$ cat src/rtl/bcd_time_display_scan.sv
// bcd_time_display_scan: 12-hour BCD time to 6-digit multiplexed 7-segment scan.
// Optional macro HOUR_LZB_EN: blank the hours tens digit when it is zero.
//
// Ports:
//   clk      in   rising-edge clock
//   reset    in   synchronous, active-high
//   disp_en  in   1: display lit; 0: anodes off, scanning continues
//   pm       in   1 = PM
//   hh       in   [7:0] BCD hours   {tens,units}, legal 01..12
//   mm       in   [7:0] BCD minutes {tens,units}, legal 00..59
//   ss       in   [7:0] BCD seconds {tens,units}, legal 00..59
//   seg      out  [6:0] segments {g,f,e,d,c,b,a}
//   dp       out  decimal point of the lit digit
//   an       out  [5:0] one-hot digit enable, an[i] = digit i
//   bcd_err  out  sticky malformed-BCD flag, cleared only by reset
//
// Parameters:
//   SCAN_DIV        clk cycles each digit is lit (>= 2)
//   SEG_ACTIVE_LOW  1: seg/dp/an active-low, 0: active-high

module bcd_time_display_scan #(
    parameter int SCAN_DIV       = 50000,
    parameter bit SEG_ACTIVE_LOW = 1'b1
) (
    input  logic       clk,
    input  logic       reset,
    input  logic       disp_en,
    input  logic       pm,
    input  logic [7:0] hh,
    input  logic [7:0] mm,
    input  logic [7:0] ss,
    output logic [6:0] seg,
    output logic       dp,
    output logic [5:0] an,
    output logic       bcd_err
);

    localparam int            PW   = (SCAN_DIV > 2) ? $clog2(SCAN_DIV) : 1;
    localparam logic [PW-1:0] PMAX = PW'(SCAN_DIV - 1);

    // Polarity masks: XOR turns the internal active-high value into pin level.
    localparam logic [6:0] SEG_INV = {7{SEG_ACTIVE_LOW}};
    localparam logic [5:0] AN_INV  = {6{SEG_ACTIVE_LOW}};
    localparam logic       DP_INV  = SEG_ACTIVE_LOW;

    logic [PW-1:0] prescaler;
    logic [2:0]    idx;
    logic          load_pending;
    logic          sh_pm;
    logic [7:0]    sh_hh;
    logic [7:0]    sh_mm;
    logic [7:0]    sh_ss;

    logic       tick;
    logic       snap;
    logic       in_err;
    logic [3:0] nib;
    logic       dp_c;
    logic [6:0] seg_c;
    logic [5:0] an_c;

    function automatic logic [6:0] enc(input logic [3:0] n);
        logic [6:0] s;
        case (n)
            4'd0:    s = 7'h3F;
            4'd1:    s = 7'h06;
            4'd2:    s = 7'h5B;
            4'd3:    s = 7'h4F;
            4'd4:    s = 7'h66;
            4'd5:    s = 7'h6D;
            4'd6:    s = 7'h7D;
            4'd7:    s = 7'h07;
            4'd8:    s = 7'h7F;
            4'd9:    s = 7'h6F;
            default: s = 7'h40;
        endcase
        return s;
    endfunction

    assign tick = (prescaler == PMAX);

    // Sample inputs only at the end of a frame so a frame is never torn.
    assign snap = (tick && idx == 3'd5) || load_pending;

    // Check the values about to be captured, not the current shadow.
    always_comb begin
        in_err = 1'b0;
        if (hh[7:4] > 4'd9 || hh[3:0] > 4'd9) in_err = 1'b1;
        if (mm[7:4] > 4'd5 || mm[3:0] > 4'd9) in_err = 1'b1;
        if (ss[7:4] > 4'd5 || ss[3:0] > 4'd9) in_err = 1'b1;
        if (hh == 8'h00 || hh > 8'h12)        in_err = 1'b1;
    end

    always_comb begin
        nib  = 4'd0;
        dp_c = 1'b0;
        case (idx)
            3'd0: begin
                nib  = sh_ss[3:0];
                dp_c = sh_pm;
            end
            3'd1: nib = sh_ss[7:4];
            3'd2: begin
                nib  = sh_mm[3:0];
                dp_c = 1'b1;
            end
            3'd3: nib = sh_mm[7:4];
            3'd4: begin
                nib  = sh_hh[3:0];
                dp_c = 1'b1;
            end
            3'd5: nib = sh_hh[7:4];
            default: begin
                nib  = 4'd0;
                dp_c = 1'b0;
            end
        endcase
    end

    always_comb begin
        seg_c = enc(nib);
`ifdef HOUR_LZB_EN
        // Blank only the segments; the anode stays lit so duty is unchanged.
        if (idx == 3'd5 && nib == 4'd0) seg_c = 7'h00;
`endif
        an_c = disp_en ? (6'b000001 << idx) : 6'b000000;
    end

    always_ff @(posedge clk) begin
        if (reset) begin
            prescaler    <= '0;
            idx          <= 3'd0;
            load_pending <= 1'b1;
            sh_pm        <= 1'b0;
            sh_hh        <= 8'h12;
            sh_mm        <= 8'h00;
            sh_ss        <= 8'h00;
            bcd_err      <= 1'b0;
            seg          <= SEG_INV;
            dp           <= DP_INV;
            an           <= AN_INV;
        end else begin
            prescaler    <= tick ? '0 : prescaler + PW'(1);
            load_pending <= 1'b0;
            if (tick) idx <= (idx == 3'd5) ? 3'd0 : idx + 3'd1;
            if (snap) begin
                sh_pm <= pm;
                sh_hh <= hh;
                sh_mm <= mm;
                sh_ss <= ss;
                if (in_err) bcd_err <= 1'b1;
            end
            seg <= seg_c ^ SEG_INV;
            dp  <= dp_c ^ DP_INV;
            an  <= an_c ^ AN_INV;
        end
    end

endmodule

$ cat config.mk
export PLATFORM = sky130hd
export DESIGN_NAME = bcd_time_display_scan
export DESIGN_NICKNAME = d
export VERILOG_FILES = /design/src/rtl/bcd_time_display_scan.sv
export SDC_FILE = /design/constraint.sdc
export NUM_CORES = 1
export LEC_CHECK = 0
export ABC_AREA = 0
export CAP_MARGIN = 20
export CORE_UTILIZATION = 40
export CTS_CLUSTER_DIAMETER = 80
export DETAILED_ROUTE_END_ITERATION = 16
export GPL_TIMING_DRIVEN = 0
export HOLD_SLACK_MARGIN = 0.05
export PLACE_DENSITY = 0.68
export SLEW_MARGIN = 20
export SYNTH_ARGS = -nofsm -noshare
export SYNTH_HDL_FRONTEND = slang
export SYNTH_SLANG_ARGS = --single-unit
export TNS_END_PERCENT = 1
$ cat constraint.sdc
create_clock -name clk -period 5 [get_ports clk]
set_input_delay 0.5 -clock clk [delete_from_list [all_inputs] [get_ports clk]]
set_output_delay 0.5 -clock clk [all_outputs]
set_load 0.02 [all_outputs]
==> results of run 1 <==
## where the power goes
group / internal, mW / leakage [nW] / switching [mW]
clock network: 0.203 / 0.0893 / 0.172
logic: 0.0631 / 0.752 / 0.0616
registers: 0.499 / 0.493 / 0.0104
total: 0.765 / 1.33 / 0.244
## final cells by class
type	instances	area, um^2	area share (%)
well taps	96	120	3.42
repair buffers	42	420	12.0
multi-input cells	218	1430	40.5
flip-flops and latches	60	1200	34.2
clock inverters	2	10.0	0.285
plain buffers	16	139	3.95
clock buffers	13	159	4.52
inverters	11	41.3	1.17
## stage by stage
step / utilization [%] / instances / hold slack (ns) / setup slack, ns
2_1_floorplan: - / 305 / 0.423 / 2.62
3_3_place_gp: 49.3 / 443 / 0.439 / 2.21
3_5_place_dp: 49.3 / 443 / 0.442 / 2.17
4_1_cts: 51.7 / 458 / 0.450 / 2.15
5_1_grt: 51.7 / 458 / 0.468 / 1.85
6_report: 51.7 / 458 / 0.441 / 2.09
## state kept, by name, summed over array words and instances (netlist names)
signal and flops:
an 6, idx 3, sh_hh 8, dp 1
prescaler 16, load_pending 1, seg 7, sh_ss 8
sh_mm 8, bcd_err 1, sh_pm 1
## cell families after synthesis
kind of cell	count (synthesis)
flops	60
fa+ha+maj	8
mux	10
buf+inv	27
compound gates	58
xor+xnor	15
simple gates	127
## layer usage
metal	global-route usage [%]	wire length (um)
met1	23.4	2920
met2	26.7	2540
met3	3.85	243
met4	9.55	136
met5	0	0
## cells in the mapped netlist, types with 2 or more instances
cell	count	area, um^2
xor2_1	7	61.3
a21oi_2	18	158
and3_1	2	12.5
nor4bb_1	2	20.0
buf_12	2	40.0
or4b_4	2	27.5
nand2_1	38	143
clkbuf_1	6	22.5
dfxtp_1	60	1200
nor2_1	27	101
nand3_1	11	55.1
a21oi_1	14	70.1
ha_1	8	100
a21o_1	3	22.5
and2_1	3	18.8
mux2_2	2	22.5
clkbuf_8	2	27.5
nor2b_1	3	18.8
buf_2	2	10.0
mux2i_1	7	70.1
nand3b_1	6	45.0
nor3_1	4	20.0
nand4_1	3	18.8
o21ai_0	9	45.0
a221oi_1	2	17.5
a211oi_1	2	15.0
nand2_2	18	113
xnor2_1	8	70.1
a211o_1	3	26.3
inv_1	11	41.3
buf_6	3	33.8
## worst max-delay path, cell delays in order (launching register included)
cell and delay, ns:
dfxtp_1 0.47, clkbuf_1 0.40, inv_1 0.17, ha_1 0.32, a221oi_1 0.68, inv_1 0.20, ha_1 0.23, inv_1 0.05
o21ai_0 0.09, a21o_1 0.19
## path summary, 6_finish.rpt
path	endpoint	start	slack (ns)
setup / recovery	seg[6]	idx[2]	2.09
setup reg to reg	seg[6]	idx[2]	2.09
hold / removal	dp	sh_pm	0.44
hold reg to reg	dp	sh_pm	0.44
==> out/results.txt, run 1 <==
Worst Setup End Kind - flip-flop
Post-Synth Simple-Gate Area - 23.8%
status - complete, no violations
post-synthesis xor/xnor area fraction - 4.68%
Max-slew headroom - 52.7%
HP Class - flip-flop to flip-flop
total number of vias - 2205
commonest non-fill, non-tap cell in the layout - dfxtp_1
adder-cell share of the synthesized area - 3.57%
initial DRC count - 108
port bufs - 42
largest net degree at the start of global routing - 11
row count - 30
Netlist Area Pre-Place - 0.00281 mm^2
Seq/Total Area, Yosys - 42.8%
Starting Density - 41.3%
Die W - 85.8 um
Tcrit/Tclk final - 58.2%
# Post-CTS Setup Buffers - 0
Clock Skews - 0.00892 ns
antenna violations before repair - 0
complex-gate fraction of the synthesized area - 14.6%
Synth cell types - 48
number of global-route vias before repair - 2080
Design Power - 1.01 mW
RePlAce Congestion - 0.799
ys flop type - dfxtp_1
Final Max Tran Viols - 0
# hold bufs at CTS - 0
clk buf depth - 2
minimum clock period - 2.91 ns
Reg2Reg Depth - 9
H-tree Lvls - 3
Final nets - 394
total grt overflow - 0
dpl cell area - 0.00335 mm^2
WS Path Type - flip-flop to flip-flop
Max Clock Freq - 0.343 GHz
static leakage - 1.33 nW
post-route cell area - 0.00352 mm^2
largest family of logic cells by synthesized area - simple AND/OR/NAND/NOR gates
die area - 0.00735 mm^2
Mapped Nets - 341
EDFF count, synth - 0
Die Y - 85.8 um
RSZ-0062 raised after global routing - false
Fill cells - 648
# setup viols final - 0
critical path peak fanout - 10
clk slew on worst S/H paths - 0.06 ns
hpwl dp - 4300 um
# IOs - 43
total CTS buffers - 9
drt wl/cell - 12.7 um
DRT antenna net count - 0
setup TNS - 0 ns
worst skew pair latency - 0.34 ns
core footprint - 0.00679 mm^2
Worst Tran Pin Value - 0.709 ns
Post-Synthesis Cells - 305
commonest cells after routing, fill and taps aside - 60 x dfxtp_1, 42 x clkdlybuf4s50_1, 38 x nand2_1
CP required - 5.23 ns
synthesis warning total - 0
P per Cell Area - 287 mW/mm^2
final hold vios - 0
clk sinks - 60
Syn Area/Cell - 9.20 um^2
crit path launch type - flip-flop
First-pass DRT Iterations - 4
Vias/cell - 4.81
global-route wire length before repair - 9900 um
layout cells sized above 1 - 18.5%
CTS resizes - 0
crit path DAT - 3.15 ns
mux share of post-synthesis cell area - 4.10%
final wirelength - 5830 um
clk root buf - clkbuf_8
Hold Crit Depth - 1
#FFs+latches synth - 60
Global Route Usage Sum - 17.6%
n_diodes - 0
CTS tree - built
Layout Area Growth over Synthesis - 25.3%
# DRC - 0
Worst VDD drop - 0.000158 V
max_cap viols - 0
async set or reset register ratio after synthesis - 0%
Power figures use the tool's default switching activity.
==> inputs of run 2 (changes only) <==
==> constraint.sdc (replaced) <==
create_clock -name clk -period 2.7 [get_ports clk]
set_input_delay 0.27 -clock clk [delete_from_list [all_inputs] [get_ports clk]]
set_output_delay 0.27 -clock clk [all_outputs]
set_load 0.02 [all_outputs]
==> run 2 against run 1 <==
Register-to-register slack got worse by 1.9 ns. Non-clock buffer count fell by 1. Routed wire length fell by 1.0%. Clock skew barely moved. Critical path depth rose by 1. Sequential power rose by 85%. Clock power rose by 85%. Flip-flop and latch count did not move. Final area rose by 0.25%. Die area did not move. Critical path type unchanged.
==> out/results.txt, run 2 (synthesized netlist as in run 1, its figures left out) <==
status - complete, no violations
Clk pwr share - 37.2% (about the same)
Vias/cell - 4.78 (-0.78%)
static leakage - 1.34 nW (+0.71%)
commonest non-fill, non-tap cell in the layout - dfxtp_1
hpwl dp - 4300 um (unchanged)
crit path launch type - flip-flop
Hold Crit Depth - 1 (unchanged)
Reg2Reg Depth - 10 (+1)
crit path DAT - 2.71 ns (-0.44 ns)
RePlAce Congestion - 0.799 (unchanged)
Starting Density - 41.3% (unchanged)
First-pass DRT Iterations - 4 (unchanged)
number of global-route vias before repair - 2080 (unchanged)
max_cap viols - 0 (unchanged)
pre-CTS setup slack - -0.130 ns (-2.30 ns)
CP max stage cell - dfxtp_2
CP required - 2.93 ns (-2.30 ns)
global-route wire length before repair - 9900 um (unchanged)
core footprint - 0.00679 mm^2 (unchanged)
clk root buf - clkbuf_8
Die W - 85.8 um (unchanged)
H-tree Lvls - 3 (unchanged)
HP Class - flip-flop to flip-flop
largest net degree at the start of global routing - 11 (unchanged)
Die Y - 85.8 um (unchanged)
Clock Skews - 0.00886 ns (-0.0000520 ns)
multi-input logic area - 0.00143 mm^2 (+0.44%)
Tcrit/Tclk final - 91.8% (+34 points)
CP endpoint - seg[1]
Gate power share - 12.4% (about the same)
Design Power - 1.87 mW (+85%)
# IOs - 43 (unchanged)
Biggest register - prescaler
final hold vios - 0 (unchanged)
r2r startpoint - idx[2]
Max Clock Freq - 0.404 GHz (+18%)
setup ws final - 0.223 ns (-1.87 ns)
layout cells sized above 1 - 19.7% (+1.2 points)
antenna violations before repair - 0 (unchanged)
final wirelength - 5780 um (-1.0%)
Worst VDD drop - 0.000293 V (+85%)
die area - 0.00735 mm^2 (unchanged)
clk slew on worst S/H paths - 0.06 ns (about the same)
total grt overflow - 0 (unchanged)
critical path peak fanout - 10 (unchanged)
Fill cells - 652 (+0.62%)
RR Endpoint - seg[1]
total CTS buffers - 9 (unchanged)
Layout Area Growth over Synthesis - 25.6%
P per Cell Area - 531 mW/mm^2 (+85%)
initial DRC count - 83 (-23%)
Cell Int Power - 1.42 mW (+85%)
Max-slew headroom - 58.1% (+5.4 points)
total number of vias - 2183 (-1.0%)
# setup viols final - 0 (unchanged)
Final nets - 393 (-0.25%)
WS Path Type - flip-flop to flip-flop
DRT antenna net count - 0 (unchanged)
drt wl/cell - 12.6 um (-0.79%)
minimum clock period - 2.48 ns (-0.434 ns)
row count - 30 (unchanged)
Final Max Tran Viols - 0 (unchanged)
max reg flops - 16 (unchanged)
CTS resizes - 2 (+2)
CP max stage delay - 0.40 ns (-0.28 ns)
Global Route Usage Sum - 17.6% (unchanged)
# DRC - 0 (unchanged)
Worst Setup End Kind - flip-flop
clk buf depth - 2 (unchanged)
worst reg-to-reg setup slack - 0.22 ns (-1.87 ns)
commonest cells after routing, fill and taps aside - 59 x dfxtp_1, 42 x clkdlybuf4s50_1, 38 x nand2_1
Seq pwr share - 50.5% (about the same)
CP most frequent cell - inv_1
Critical Path Source - idx[2]
port bufs - 42 (unchanged)
register area - 0.00120 mm^2 (+0.10%)
critical-path cell list - clkbuf_4, inv_1, ha_1, a22o_1, a211o_1, inv_1, ha_1, inv_1, o21ai_0, a21o_1
Worst Tran Pin Value - 0.628 ns (-0.0809 ns)
CTS tree - built
RSZ-0062 raised after global routing - false
switching part of the total - 24.2% (+0.048 points)
clk sinks - 60 (unchanged)
sw power - 0.453 mW (+86%)
# Post-CTS Setup Buffers - 0 (unchanged)
n_diodes - 0 (unchanged)
# hold bufs at CTS - 0 (unchanged)
worst skew pair latency - 0.34 ns (about the same)
[run 2: changes by cell type in the layout (fill, tap and decap cells not counted), sizes merged]
cell and change:
clkbuf -1
[run 2: critical path: cells and delay by family, from the launching register on]
family | cells | cell delay [ns]
buffers and inverters | 4 | 0.53
AOI/OAI and AO/OA | 4 | 0.90
adders and majority gates | 2 | 0.54
DFF | 1 | 0.40
[run 2: worst min-delay path by stage]
stage / from / to / slack (ns)
after floorplan: reset / load_pending / 0.30
after global placement: sh_ss[1] / sh_ss[1] / 0.44
after detailed placement: sh_pm / dp / 0.44
after CTS: sh_pm / dp / 0.45
after global routing: sh_pm / dp / 0.47
final: sh_pm / dp / 0.44
[run 2: power by group through the flow]
stage                     Clock [mW]  Combinational (mW)  Sequential (mW)
after floorplan                    0               0.119            0.974
after global placement             0               0.230            0.963
after detailed placement           0               0.231            0.963
after CTS                      0.714               0.233            0.944
after global routing           0.755               0.255            0.947
final                          0.695               0.231            0.944
[run 2: cell type report]
cell class	instances	area share, %
multi-input cells	218	40.6
flip-flops and latches	60	34.1
repair buffers	42	11.9
clock buffers	13	4.51
plain buffers	15	3.98
well taps	96	3.41
inverters	11	1.17
clock inverters	2	0.284
[run 2: per-layer routing]
layer | wire length (um) | track usage, % | up-vias
li1 | - | - | 1144
met1 | 2980 | 23.4 | 989
met2 | 2480 | 26.7 | 39
met3 | 180 | 3.85 | 11
met4 | 136 | 9.55 | 0
met5 | 0 | 0 | -
[run 2: through the flow]
stage	hold slack (ns)	util (%)	area (um^2)	TNS, ns	instances
after floorplan	0.298	-	2810	0	305
after global placement	0.439	49.3	3350	-0.443	443
after detailed placement	0.442	49.3	3350	-0.667	443
after CTS	0.450	51.9	3520	0	458
after global routing	0.467	51.9	3520	0	457
final	0.441	51.9	3520	0	457
